[src/rtl/bcd_to_bin_pkg.sv]
// Shared definitions for the BCD conversion blocks.
//   DIGIT_W     : width of one packed BCD digit
//   BCD_MAX     : largest legal digit value
//   state_e     : converter FSM encoding (idle / converting / reporting)
//   digit_corr  : per-digit correction step of reverse double-dabble
package bcd_to_bin_pkg;

  localparam int unsigned DIGIT_W = 4;
  localparam logic [DIGIT_W-1:0] BCD_MAX = 4'd9;

  typedef enum logic [1:0] {
    StIdle = 2'd0,
    StConv = 2'd1,
    StDone = 2'd2
  } state_e;

  // After a right shift, a digit that received the LSB of its upper neighbour
  // carries an extra 8 that stands for decimal 5; subtracting 3 restores it.
  function automatic logic [DIGIT_W-1:0] digit_corr(input logic [DIGIT_W-1:0] d);
    return (d >= 4'd8) ? d - 4'd3 : d;
  endfunction

endpackage

[src/rtl/bcd_to_bin_if.sv]
// Request/result bundle of the BCD-to-binary converter.
//   i_start : one-cycle conversion request (sampled only when idle)
//   i_bcd   : packed BCD input, digit 0 in i_bcd[3:0]
//   o_bin   : binary result, held until the next accepted request
//   o_busy  : conversion in progress
//   o_done  : one-cycle completion pulse
//   o_err   : with o_done, input contained a digit above 9
// master drives the request side, slave is the converter.
interface bcd_to_bin_if
  import bcd_to_bin_pkg::*;
#(
  parameter int unsigned DIGITS = 3,
  parameter int unsigned BW     = 10
);

  logic                        i_start;
  logic [DIGIT_W*DIGITS-1:0]   i_bcd;
  logic [BW-1:0]               o_bin;
  logic                        o_busy;
  logic                        o_done;
  logic                        o_err;

  modport master (
    output i_start,
    output i_bcd,
    input  o_bin,
    input  o_busy,
    input  o_done,
    input  o_err
  );

  modport slave (
    input  i_start,
    input  i_bcd,
    output o_bin,
    output o_busy,
    output o_done,
    output o_err
  );

endinterface

[src/rtl/bcd_digit_corr.sv]
// Combinational correction for one BCD digit: d >= 8 ? d - 3 : d.
//   i_digit : digit after the right shift
//   o_digit : corrected digit
module bcd_digit_corr
  import bcd_to_bin_pkg::*;
(
  input  logic [DIGIT_W-1:0] i_digit,
  output logic [DIGIT_W-1:0] o_digit
);

  assign o_digit = digit_corr(i_digit);

endmodule

[src/rtl/bcd_to_bin.sv]
// Sequential packed-BCD to unsigned binary converter (reverse double-dabble).
//   clk   : system clock, rising edge
//   rst_n : asynchronous active-low reset
//   bus   : slave side of bcd_to_bin_if (request, result, busy/done/err)
// A valid request takes BW shift-and-correct iterations; Done follows BW+1
// cycles after the accepted Start. A request with an illegal digit skips the
// iterations and reports Done+Err on the next cycle with Bin = 0.
// BW must satisfy 2**BW >= 10**DIGITS.
module bcd_to_bin
  import bcd_to_bin_pkg::*;
#(
  parameter int unsigned DIGITS = 3,
  parameter int unsigned BW     = 10
) (
  input  logic           clk,
  input  logic           rst_n,
  bcd_to_bin_if.slave    bus
);

  localparam int unsigned BcdW = DIGIT_W * DIGITS;
  localparam int unsigned SrW  = BcdW + BW;
  localparam int unsigned CntW = $clog2(BW + 1);

  state_e            r_state;
  logic [SrW-1:0]    r_sr;
  logic [CntW-1:0]   r_cnt;
  logic [BW-1:0]     r_bin;
  logic              r_busy;
  logic              r_done;
  logic              r_err;

  logic [SrW-1:0]    w_sr_shift;
  logic [BcdW-1:0]   w_bcd_corr;
  logic [SrW-1:0]    w_sr_next;
  logic              w_bad;

  // Shift the combined {bcd, bin} register, then correct each BCD digit.
  assign w_sr_shift = r_sr >> 1;

  for (genvar g = 0; g < DIGITS; g++) begin : g_corr
    bcd_digit_corr u_corr (
      .i_digit (w_sr_shift[BW + g*DIGIT_W +: DIGIT_W]),
      .o_digit (w_bcd_corr[g*DIGIT_W +: DIGIT_W])
    );
  end

  assign w_sr_next = {w_bcd_corr, w_sr_shift[BW-1:0]};

  always_comb begin
    w_bad = 1'b0;
    for (int unsigned d = 0; d < DIGITS; d++) begin
      if (bus.i_bcd[d*DIGIT_W +: DIGIT_W] > BCD_MAX) begin
        w_bad = 1'b1;
      end
    end
  end

  always_ff @(posedge clk or negedge rst_n) begin
    if (!rst_n) begin
      r_state <= StIdle;
      r_sr    <= '0;
      r_cnt   <= '0;
      r_bin   <= '0;
      r_busy  <= 1'b0;
      r_done  <= 1'b0;
      r_err   <= 1'b0;
    end else begin
      r_done <= 1'b0;
      case (r_state)
        StIdle: begin
          if (bus.i_start) begin
            if (w_bad) begin
              r_bin   <= '0;
              r_err   <= 1'b1;
              r_done  <= 1'b1;
              r_state <= StDone;
            end else begin
              r_sr    <= {bus.i_bcd, {BW{1'b0}}};
              r_cnt   <= CntW'(BW);
              r_busy  <= 1'b1;
              r_state <= StConv;
            end
          end
        end
        StConv: begin
          r_sr  <= w_sr_next;
          r_cnt <= r_cnt - CntW'(1);
          // Last iteration: the bin field of the next value is the result.
          if (r_cnt == CntW'(1)) begin
            r_bin   <= w_sr_next[BW-1:0];
            r_busy  <= 1'b0;
            r_done  <= 1'b1;
            r_state <= StDone;
          end
        end
        StDone: begin
          r_err   <= 1'b0;
          r_state <= StIdle;
        end
        default: begin
          r_state <= StIdle;
        end
      endcase
    end
  end

  assign bus.o_bin  = r_bin;
  assign bus.o_busy = r_busy;
  assign bus.o_done = r_done;
  assign bus.o_err  = r_err;

endmodule

[src/flat_wrapper.sv]
// flat-port wrapper written by rule: the top's interface ports become plain ports
module bcd_to_bin_flat import bcd_to_bin_pkg::*;
#(
  parameter int unsigned DIGITS = 3,
  parameter int unsigned BW     = 10
)
  (clk, rst_n, bus_i_start, bus_i_bcd, bus_o_bin, bus_o_busy, bus_o_done, bus_o_err);
  bcd_to_bin_if #(.DIGITS(DIGITS), .BW(BW)) bus_i ();
  input  logic clk;
  input  logic rst_n;
  input wire logic [$bits(bus_i.i_start)-1:0] bus_i_start;
  input wire logic [$bits(bus_i.i_bcd)-1:0] bus_i_bcd;
  output wire logic [$bits(bus_i.o_bin)-1:0] bus_o_bin;
  output wire logic [$bits(bus_i.o_busy)-1:0] bus_o_busy;
  output wire logic [$bits(bus_i.o_done)-1:0] bus_o_done;
  output wire logic [$bits(bus_i.o_err)-1:0] bus_o_err;
  assign bus_i.i_start = bus_i_start;
  assign bus_i.i_bcd = bus_i_bcd;
  assign bus_o_bin = bus_i.o_bin;
  assign bus_o_busy = bus_i.o_busy;
  assign bus_o_done = bus_i.o_done;
  assign bus_o_err = bus_i.o_err;
  bcd_to_bin #(.DIGITS(DIGITS), .BW(BW)) u_core (.clk(clk), .rst_n(rst_n), .bus(bus_i));
endmodule
[config.mk]
export PLATFORM = sky130hd
export DESIGN_NAME = bcd_to_bin_flat
export DESIGN_NICKNAME = d
export VERILOG_FILES = /design/src/rtl/bcd_to_bin_pkg.sv /design/src/rtl/bcd_to_bin_if.sv /design/src/rtl/bcd_digit_corr.sv /design/src/rtl/bcd_to_bin.sv /design/src/flat_wrapper.sv
export SDC_FILE = /design/constraint.sdc
export NUM_CORES = 1
export LEC_CHECK = 0
export ABC_AREA = 1
export ABC_CLOCK_PERIOD_IN_PS = 3800
export CAP_MARGIN = 20
export CORE_ASPECT_RATIO = 0.7
export CORE_MARGIN = 3
export CORE_UTILIZATION = 58
export DETAILED_ROUTE_END_ITERATION = 8
export PLACE_DENSITY = 0.84
export SLEW_MARGIN = 20
export SYNTH_ARGS = -nofsm -noshare
export SYNTH_HDL_FRONTEND = slang
export SYNTH_SLANG_ARGS = --single-unit
[constraint.sdc]
create_clock -name clk -period 3.8 [get_ports clk]
set_clock_uncertainty 0.15 [all_clocks]
set_input_delay 0.76 -clock clk [delete_from_list [all_inputs] [get_ports clk]]
set_output_delay 0.76 -clock clk [all_outputs]
set_load 0.005 [all_outputs]
==> results_dict.tcl, run 1 <==
set metrics [dict create \
    finalSetupTns_ns 0 \
    die_x_um 77.74 \
    min_to "u_core.bus.o_bin[3]" \
    grt_pass1_vias 1532 \
    synth_cell_types 23 \
    min_from "u_core.bus.o_bin[3]" \
    async_reset_ff_share_pct 100.0 \
    antenna_found_initial 0 \
    fillers 259 \
    cts_max_level 2 \
    cap_violations 0 \
    worstPathArrival_ns 2.39 \
    initial_utilization_pct 63.38 \
    fin_cells 341 \
    io_buffers 27 \
    crit_path_end_kind "register" \
    worstHoldPathType "register to register" \
    cts-root-buf "clkbuf_8" \
    io_pins 28 \
    crit_slowest_cell "clkdlybuf4s50_1" \
    tightest_slew_ns 0.8432 \
    outcome "finished clean" \
    muxShareOfSynthArea_pct 0 \
    drive_gt1_share_pct 8.163 \
    antenna-diode-count 0 \
    drv_slew 0 \
    worstSetupStartpointType "input port" \
    clock.fmax_mhz 434.0 \
    critical_path_peak_fanout 12 \
    cp_common_cell "nand2_1" \
    cts_hold_buffers 0 \
    drtIter0Drc 100 \
    place_area_mm2 0.002331 \
    synth_top_family_by_area "simple AND/OR/NAND/NOR gates" \
    r2r_setup_slack_ns 1.87 \
    design_area_mm2 0.002442 \
    track_usage_pct 20.09 \
    dp_hpwl_mm 2.871 \
    synth_area_mm2 0.002090 \
    cts_resized 0 \
    synth-compound-area-share_pct 4.611 \
    whs_path_depth 2 \
    gp_congestion 0.8004 \
    setup_ws_ns 1.496 \
    wirelength_mm 4.116 \
    syn_inst 269 \
    wl_per_cell_um 12.07 \
    timing.rr.start "u_core.r_state[1]" \
    hold_viol_final 0 \
    min_period_ns 2.304 \
    via_per_inst 5.150 \
    rsz0062_at_grt "no" \
    cts_setup_buffers 0 \
    critical_path_class "input port to register" \
    synthAdderAreaFrac_pct 3.593 \
    die-area_mm2 0.004370 \
    cts_buffers 5 \
    cp_top_family "simple AND/OR/NAND/NOR gates" \
    grt-ovfl-total 0 \
    regArea_mm2 0.001001 \
    fp.dieH_um 56.22 \
    slew_headroom_pct 43.78 \
    synth-xor-area-share_pct 0 \
    synth_edf_count 0 \
    peakVddDrop_v 0.0004491 \
    clk_pin_slew_ns 0.08 \
    cts_sinks 40 \
    r2r-end "u_core.bus.o_bin[8]" \
    synth_warnings 0 \
    synth-simple-area-share_pct 35.51 \
    ys_top_cells_by_count "nand2_1 (127), dfrtp_1 (40), nand3_1 (31)" \
    max_stage_delay_ns 0.45 \
    grt_max_degree 41 \
    hold_slack_ns 0.3204 \
    yosysSeqAreaShare_pct 47.90 \
    layout.nets 314 \
    setup_violations 0 \
    clockBufferDepth 2 \
    reg2reg_depth 7 \
    grt_pass1_wl_mm 6.865 \
    drtAntennaViolNets 0 \
    syn-num-nets 290 \
    coreArea_mm2 0.003297 \
    place_ws_ns 1.194 \
    worstSetupPathDepth 6 \
    path_buf_inv 1 \
    dr_total_vias 1756 \
    synth_top_area_cell "dfrtp_1" \
    crit_required_ns 3.89 \
    area_growth_pct 16.89 \
    multi_input_area_um2 913.4 \
    drcViolationCount 0 \
    synthDominantCellAreaShare_pct 47.90 \
    leakage_nw 1.381 \
    cp_cell_sequence "clkdlybuf4s50_1, o21ai_2, nand4_1, nand2_2, nand2_1, nand2_1" \
    cts_tree "done" \
    syn_area_per_cell_um2 7.768 \
    first_pass_iters 4 \
    startpoint "bus_i_bcd[6]" \
    synth.most_common_cell "nand2_1" \
    dp.cells 333 \
    synth-main-ff-cell "dfrtp_1" \
    synth-seq-cells 40 \
    insertion_delay_ns 0.29 \
    period_share_pct 60.64 \
    synth.area.top_cells "dfrtp_1 (48%), nand2_1 (23%), nand3_1 (7.4%), inv_1 (3.8%), ha_1 (3.6%)" \
    rows 17 \
    power_density_mw_per_mm2 697.6 \
]
report_power, final:
| part | total [W] | internal, W | switching (W) | leakage (nW) |
|---|---|---|---|---|
| combinational | 0.000679 | 0.000244 | 0.000435 | 0.800 |
| clock | 0.000344 | 0.000194 | 0.000149 | 0.0541 |
| sequential | 0.000681 | 0.000563 | 0.000118 | 0.527 |
sequential cells by signal, summed over array words and instances, names as in the netlist:
| name | cells |
|---|---|
| u_core.r_sr | 21 |
| u_core.bus.o_bin | 10 |
| u_core.r_cnt | 4 |
| u_core.r_state | 2 |
| u_core.bus.o_busy | 1 |
| u_core.bus.o_done | 1 |
| u_core.bus.o_err | 1 |
kinds of logic (layout without fill, tap and decap cells):
family	after synthesis	count (layout)
and+or+nand+nor	176	176
DFF	40	40
buffers and inverters	34	59
AOI/OAI and AO/OA	13	13
adders and majority gates	6	6
layout make-up:
class	instances	area share [%]
Sequential cell	40	40.98
Multi-Input combinational cell	195	37.40
Timing Repair Buffer	27	10.86
Inverter	24	3.791
Clock buffer	5	2.818
Tap cell	47	2.408
Clock inverter	3	1.742
layout by cell type, fill, tap and decap left out:
cell             count
nor2_1               6
o21ai_2              4
or2_2                1
nand3b_1             3
nand3_1             31
inv_1               21
o21ai_0              4
bufinv_16            1
inv_2                2
clkinv_2             1
clkinvlp_4           1
buf_2                1
a21oi_4              1
nand4_1              2
nand2_2              3
nor2_2               1
o21bai_1             2
dfrtp_1             40
clkdlybuf4s50_1     26
nand2_1            127
inv_4                1
ha_1                 6
nand2_4              1
clkbuf_8             5
nand3_2              1
a21oi_1              2
through the flow:
step                total power [W]  utilization (%)
floorplan                  0.001222                -
global placement           0.001337            70.70
detailed placement         0.001359            70.70
CTS                        0.001710            74.08
global route               0.001842            74.08
finish                     0.001704            74.08
how the worst max path moves through the flow:
stage	to	slack [ns]
global route	u_core.bus.o_bin[0]	1.32
detailed placement	u_core.bus.o_bin[3]	1.19
floorplan	u_core.r_sr[18]	2.07
global placement	u_core.bus.o_bin[7]	1.28
finish	u_core.bus.o_bin[8]	1.50
CTS	u_core.bus.o_bin[4]	1.51
layer usage:
layer	GRT usage, %	up-vias	share of wire (%)
li1	-	882	-
met3	5.016	9	4.9
met1	27.15	825	49
met5	0	-	0
met4	9.137	0	2.1
met2	30.37	40	44
tightest hold or removal path: cells and delay by family (launching register included):
| family | cells | cell delay (ns) |
|---|---|---|
| flops | 1 | 0.35 |
| simple gates | 2 | 0.09 |
Note: power is estimated with default switching activity, not from simulation.
==> run 2, diff against run 1 <==
Settings changed: ABC_CLOCK_PERIOD_IN_PS 3800 to 1900, CORE_UTILIZATION 58 to 49, PLACE_DENSITY 0.84 to 0.75.
Clock period 3.8 ns to 1.9 ns, I/O delays scaled along.
==> run 2 against run 1 <==
Via count is 0.28% lower. Hold slack better by 0.0021 ns. First-iteration DRC count fell by 10%. Core utilization shrank 11 points. Largest cell class unchanged. Die area rose by 17%. Combinational power rose by 120%. Sequential share of layout area fell by 1.4 points. Highest routed layer unchanged. Count of clock-buffer cells in the layout is 1 higher.
==> results_dict.tcl, run 2 (synthesis gave the netlist of run 1 again) <==
set metrics [dict create \
    largest_reg_flops 21 \
    initial_utilization_pct 52.01 \
    wirelength_mm 4.351 \
    tightest_slew_ns 0.4997 \
    dr_total_vias 1751 \
    p_sw_w 0.001417 \
    worstSetupStartpointType "register" \
    first_pass_iters 4 \
    grt-ovfl-total 0 \
    drcViolationCount 0 \
    power_density_mw_per_mm2 1387 \
    via_per_inst 4.905 \
    rsz0062_at_grt "no" \
    worstPathArrival_ns 1.18 \
    antenna_found_initial 0 \
    cap_violations 0 \
    setup_ws_ns 0.1868 \
    hold_viol_final 0 \
    critical_path_class "register to primary output" \
    drive_gt1_share_pct 10.82 \
    dp.cells 348 \
    worstHoldPathType "register to register" \
    grt_max_degree 41 \
    min_period_ns 1.713 \
    insertion_delay_ns 0.29 \
    io_pins 28 \
    clock_power_share_pct 19.4 \
    clockBufferDepth 2 \
    critical_path_peak_fanout 2 \
    cts_buffers 5 \
    cts_sinks 40 \
    path_buf_inv 1 \
    period_share_pct 90.17 \
    coreArea_mm2 0.004018 \
    drv_slew 0 \
    cts_max_level 2 \
    cts_tree "done" \
    dp_hpwl_mm 3.144 \
    mostFrequentLayoutCell "nand2_1" \
    gp_congestion 0.7610 \
    place_ws_ns -0.005310 \
    io_buffers 27 \
    fillers 355 \
    layout.nets 325 \
    track_usage_pct 18.45 \
    intPower_w 0.002093 \
    grt_pass1_wl_mm 7.417 \
    fp.dieH_um 60.64 \
    crit_path_end_kind "primary output" \
    outcome "finished clean" \
    slew_headroom_pct 66.69 \
    grt_pass1_vias 1637 \
    drtAntennaViolNets 0 \
    wl_per_cell_um 12.19 \
    rows 19 \
    combPwrFrac_pct 41.7 \
    die-area_mm2 0.005096 \
    antenna-diode-count 0 \
    max_stage_delay_ns 0.51 \
    clk_pin_slew_ns 0.08 \
    crit_required_ns 1.37 \
    cp_cell_sequence "clkdlybuf4s50_1" \
    crit_slowest_cell "clkdlybuf4s50_1" \
    clock.fmax_mhz 583.7 \
    hold_slack_ns 0.3225 \
    setup_violations 0 \
    layout_common_cells "nand2_1 (127), dfrtp_1 (40), nand3_1 (31), clkdlybuf4s50_1 (26), inv_1 (21)" \
    finalPower_w 0.003510 \
    area_growth_pct 21.08 \
    cp_top_family "buffers and inverters" \
    cts-root-buf "clkbuf_8" \
    cts_setup_buffers 0 \
    largest_register "u_core.r_sr" \
    drtIter0Drc 90 \
    peakVddDrop_v 0.0008471 \
    seqPwrFrac_pct 39.0 \
    fin_cells 357 \
    swShare_pct 40.37 \
    die_x_um 84.05 \
    leakage_nw 1.434 \
    cts_resized 0 \
]
## run 2: metrics by stage
step,area (µm²),util [%],TNS [ns]
final,2530,62.97,0
after global routing,2530,62.97,0
after CTS,2530,62.97,0
after detailed placement,2412,60.04,-0.01375
after global placement,2412,60.04,0
after floorplan,2090,-,0
## run 2: area by class of cell
cell class | instances | area (µm²) | share of cell area (%)
inverter | 24 | 92.59 | 3.660
sequential | 40 | 1001 | 39.56
clock inverter | 2 | 35.03 | 1.385
clock buffer | 6 | 72.57 | 2.868
tap | 52 | 65.06 | 2.572
timing repair buffer | 38 | 350.3 | 13.85
multi-input combinational | 195 | 913.4 | 36.10
## run 2: metal layers
layer  routed length [µm]  track usage, %
met1                 2206           25.41
met2                 1921           29.78
met3                  153           3.392
met4                   69           6.881
met5                    0               0
## run 2: worst min-delay path, cell delays in order (launching register included)
cell     delay, ns
dfrtp_1       0.35
nand2_1       0.05
nand2_1       0.04
## run 2: power by group through the flow
stage / clock network [W] / logic, W / registers (W)
finish: 0.000680 / 0.00146 / 0.00137
global route: 0.000722 / 0.00169 / 0.00140
CTS: 0.000694 / 0.00148 / 0.00136
detailed placement: 0 / 0.00147 / 0.00137
global placement: 0 / 0.00143 / 0.00137
floorplan: 0 / 0.00112 / 0.00132
## run 2: timing repair
action                                  in CTS  in global routing
hold endpoints to repair                    14                  0
hold buffers                                 1                  0
endpoints found under the setup margin       0                  0
## run 2: worst paths after layout
| kind | from | endpoint | slack, ns | cells past startpoint |
|---|---|---|---|---|
| worst max-delay path | u_core.bus.o_busy | bus_o_busy | 0.19 | 1 |
| worst max register to register | u_core.r_cnt[1] | u_core.bus.o_bin[6] | 0.39 | 7 |
| min in group asynchronous | rst_n | u_core.r_sr[3] | 0.53 | 3 |
| worst min register to register | u_core.bus.o_bin[2] | u_core.bus.o_bin[2] | 0.32 | 2 |
| worst min-delay path | u_core.bus.o_bin[2] | u_core.bus.o_bin[2] | 0.32 | 2 |
| max in group asynchronous | rst_n | u_core.r_sr[6] | 0.73 | 3 |
==> run 3, diff against run 2 <==
Settings changed: CTS_CLUSTER_DIAMETER set to 80, MAX_ROUTING_LAYER set to met4.
==> run 3 against run 2 <==
Die area unchanged. Total power about the same. Clock power is essentially flat. Critical path type unchanged. Largest cell class unchanged.
==> results_dict.tcl, run 3 (synthesis gave the netlist of run 1 again) <==
set metrics [dict create \
    tightest_slew_ns 0.4997 \
    setup_ws_ns 0.1867 \
    met1_usage_pct 25.41 \
    first_pass_iters 4 \
    grt_max_degree 41 \
    peakVddDrop_v 0.0008475 \
    coreArea_mm2 0.004018 \
    clk_pin_slew_ns 0.08 \
    power_density_mw_per_mm2 1387 \
    min_from "u_core.bus.o_bin[2]" \
    drtAntennaViolNets 0 \
    track_usage_pct 19.08 \
    cts_resized 0 \
    worstSetupStartpointType "register" \
    rsz0062_at_grt "no" \
    critical_path_peak_fanout 2 \
    outcome "finished clean" \
    grt-ovfl-total 0 \
    die_x_um 84.05 \
    clock.fmax_mhz 583.7 \
    seqPwrFrac_pct 39.0 \
    grt_pass1_wl_mm 7.410 \
    intPower_w 0.002093 \
    cp_cell_sequence "clkdlybuf4s50_1" \
    cts_setup_buffers 0 \
    grt_pass1_vias 1638 \
    slew_headroom_pct 66.69 \
    largest_reg_flops 21 \
    via_per_inst 4.922 \
    io_pins 28 \
    cts_buffers 5 \
    hold_slack_ns 0.3225 \
    dr_total_vias 1757 \
    mostFrequentLayoutCell "nand2_1" \
    grt-busiest-layer "met2" \
    rows 19 \
    drive_gt1_share_pct 10.82 \
    swShare_pct 40.36 \
    layout.nets 325 \
    cts_max_level 2 \
    critical_path_class "register to primary output" \
    cts-root-buf "clkbuf_8" \
    setup_violations 0 \
    io_buffers 27 \
    die-area_mm2 0.005096 \
    startpoint "u_core.bus.o_busy" \
    insertion_delay_ns 0.29 \
    layout_common_cells "nand2_1 (127), dfrtp_1 (40), nand3_1 (31), clkdlybuf4s50_1 (26), inv_1 (21)" \
    drv_slew 0 \
    clockBufferDepth 2 \
    worstHoldPathType "register to register" \
    cp_top_family "buffers and inverters" \
    wirelength_mm 4.350 \
    antenna-diode-count 0 \
    crit_required_ns 1.37 \
    initial_utilization_pct 52.01 \
    wl_per_cell_um 12.18 \
    min_period_ns 1.713 \
    combPwrFrac_pct 41.7 \
    cts_sinks 40 \
    use_met2_pct 29.78 \
    antenna_found_initial 0 \
    period_share_pct 90.17 \
    use_met3_pct 3.392 \
    hold_viol_final 0 \
    area_growth_pct 21.08 \
    largest_register "u_core.r_sr" \
    place_ws_ns -0.005310 \
    leakage_nw 1.434 \
    cts_tree "done" \
    drcViolationCount 0 \
    max_stage_delay_ns 0.51 \
    crit_path_end_kind "primary output" \
    path_buf_inv 1 \
    fp.dieH_um 60.64 \
    gp_congestion 0.7710 \
    cap_violations 0 \
    clock_power_share_pct 19.4 \
    p_sw_w 0.001417 \
    finalPower_w 0.003510 \
    drtIter0Drc 90 \
    crit_slowest_cell "clkdlybuf4s50_1" \
    worstPathArrival_ns 1.18 \
    timing.rr.start "u_core.r_cnt[1]" \
    dp_hpwl_mm 3.144 \
]
==> run 3: stage by stage <==
| stage | cells | setup TNS [ns] | cell area, µm² | util [%] |
|---|---|---|---|---|
| after CTS | 357 | 0 | 2530 | 62.97 |
| after floorplan | 269 | 0 | 2090 | - |
| after global routing | 357 | 0 | 2530 | 62.97 |
| final | 357 | 0 | 2530 | 62.97 |
| after global placement | 348 | 0 | 2412 | 60.04 |
| after detailed placement | 348 | -0.01375 | 2412 | 60.04 |
==> run 3: power groups by stage <==
stage	Sequential [W]	Combinational, W	Clock (W)
finish	0.00137	0.00146	0.000680
global route	0.00140	0.00169	0.000722
CTS	0.00136	0.00148	0.000694
detailed placement	0.00137	0.00147	0
global placement	0.00137	0.00143	0
floorplan	0.00132	0.00112	0
==> run 3: path summary, 6_finish.rpt <==
path                                       end  slack [ns]  cells past startpoint
setup / recovery                    bus_o_busy        0.19                      1
hold / removal             u_core.bus.o_bin[2]        0.32                      2
setup reg to reg           u_core.bus.o_bin[6]        0.39                      7
hold reg to reg            u_core.bus.o_bin[2]        0.32                      2
max in group asynchronous       u_core.r_sr[6]        0.73                      3
min in group asynchronous       u_core.r_sr[3]        0.53                      3
==> run 3: area by class of cell <==
cell class	instances	area, µm²
Fill cell	355	1488
Sequential cell	40	1001
Multi-Input combinational cell	195	913.4
Timing Repair Buffer	38	350.3
Inverter	24	92.59
Clock buffer	6	72.57
Tap cell	52	65.06
Clock inverter	2	35.03
==> run 3: what timing repair did <==
action	4_1_cts	5_1_grt
endpoints found under the setup margin	0	0
hold buffers	1	0
hold endpoints to repair	14	0
==> run 3: metal layers <==
metal / vias to the layer above / wire, µm
met5: - / 0
met4: 0 / 69
met3: 8 / 152
met2: 33 / 1921
met1: 815 / 2207
li1: 901 / -
==> run 3: worst register-to-register path, delay by kind of cell (launching register included) <==
family          cells  cell delay (ns)
buf+inv             1             0.09
simple gates        4             0.44
fa+ha+maj           1             0.14
flops               1             0.40
compound gates      1             0.17
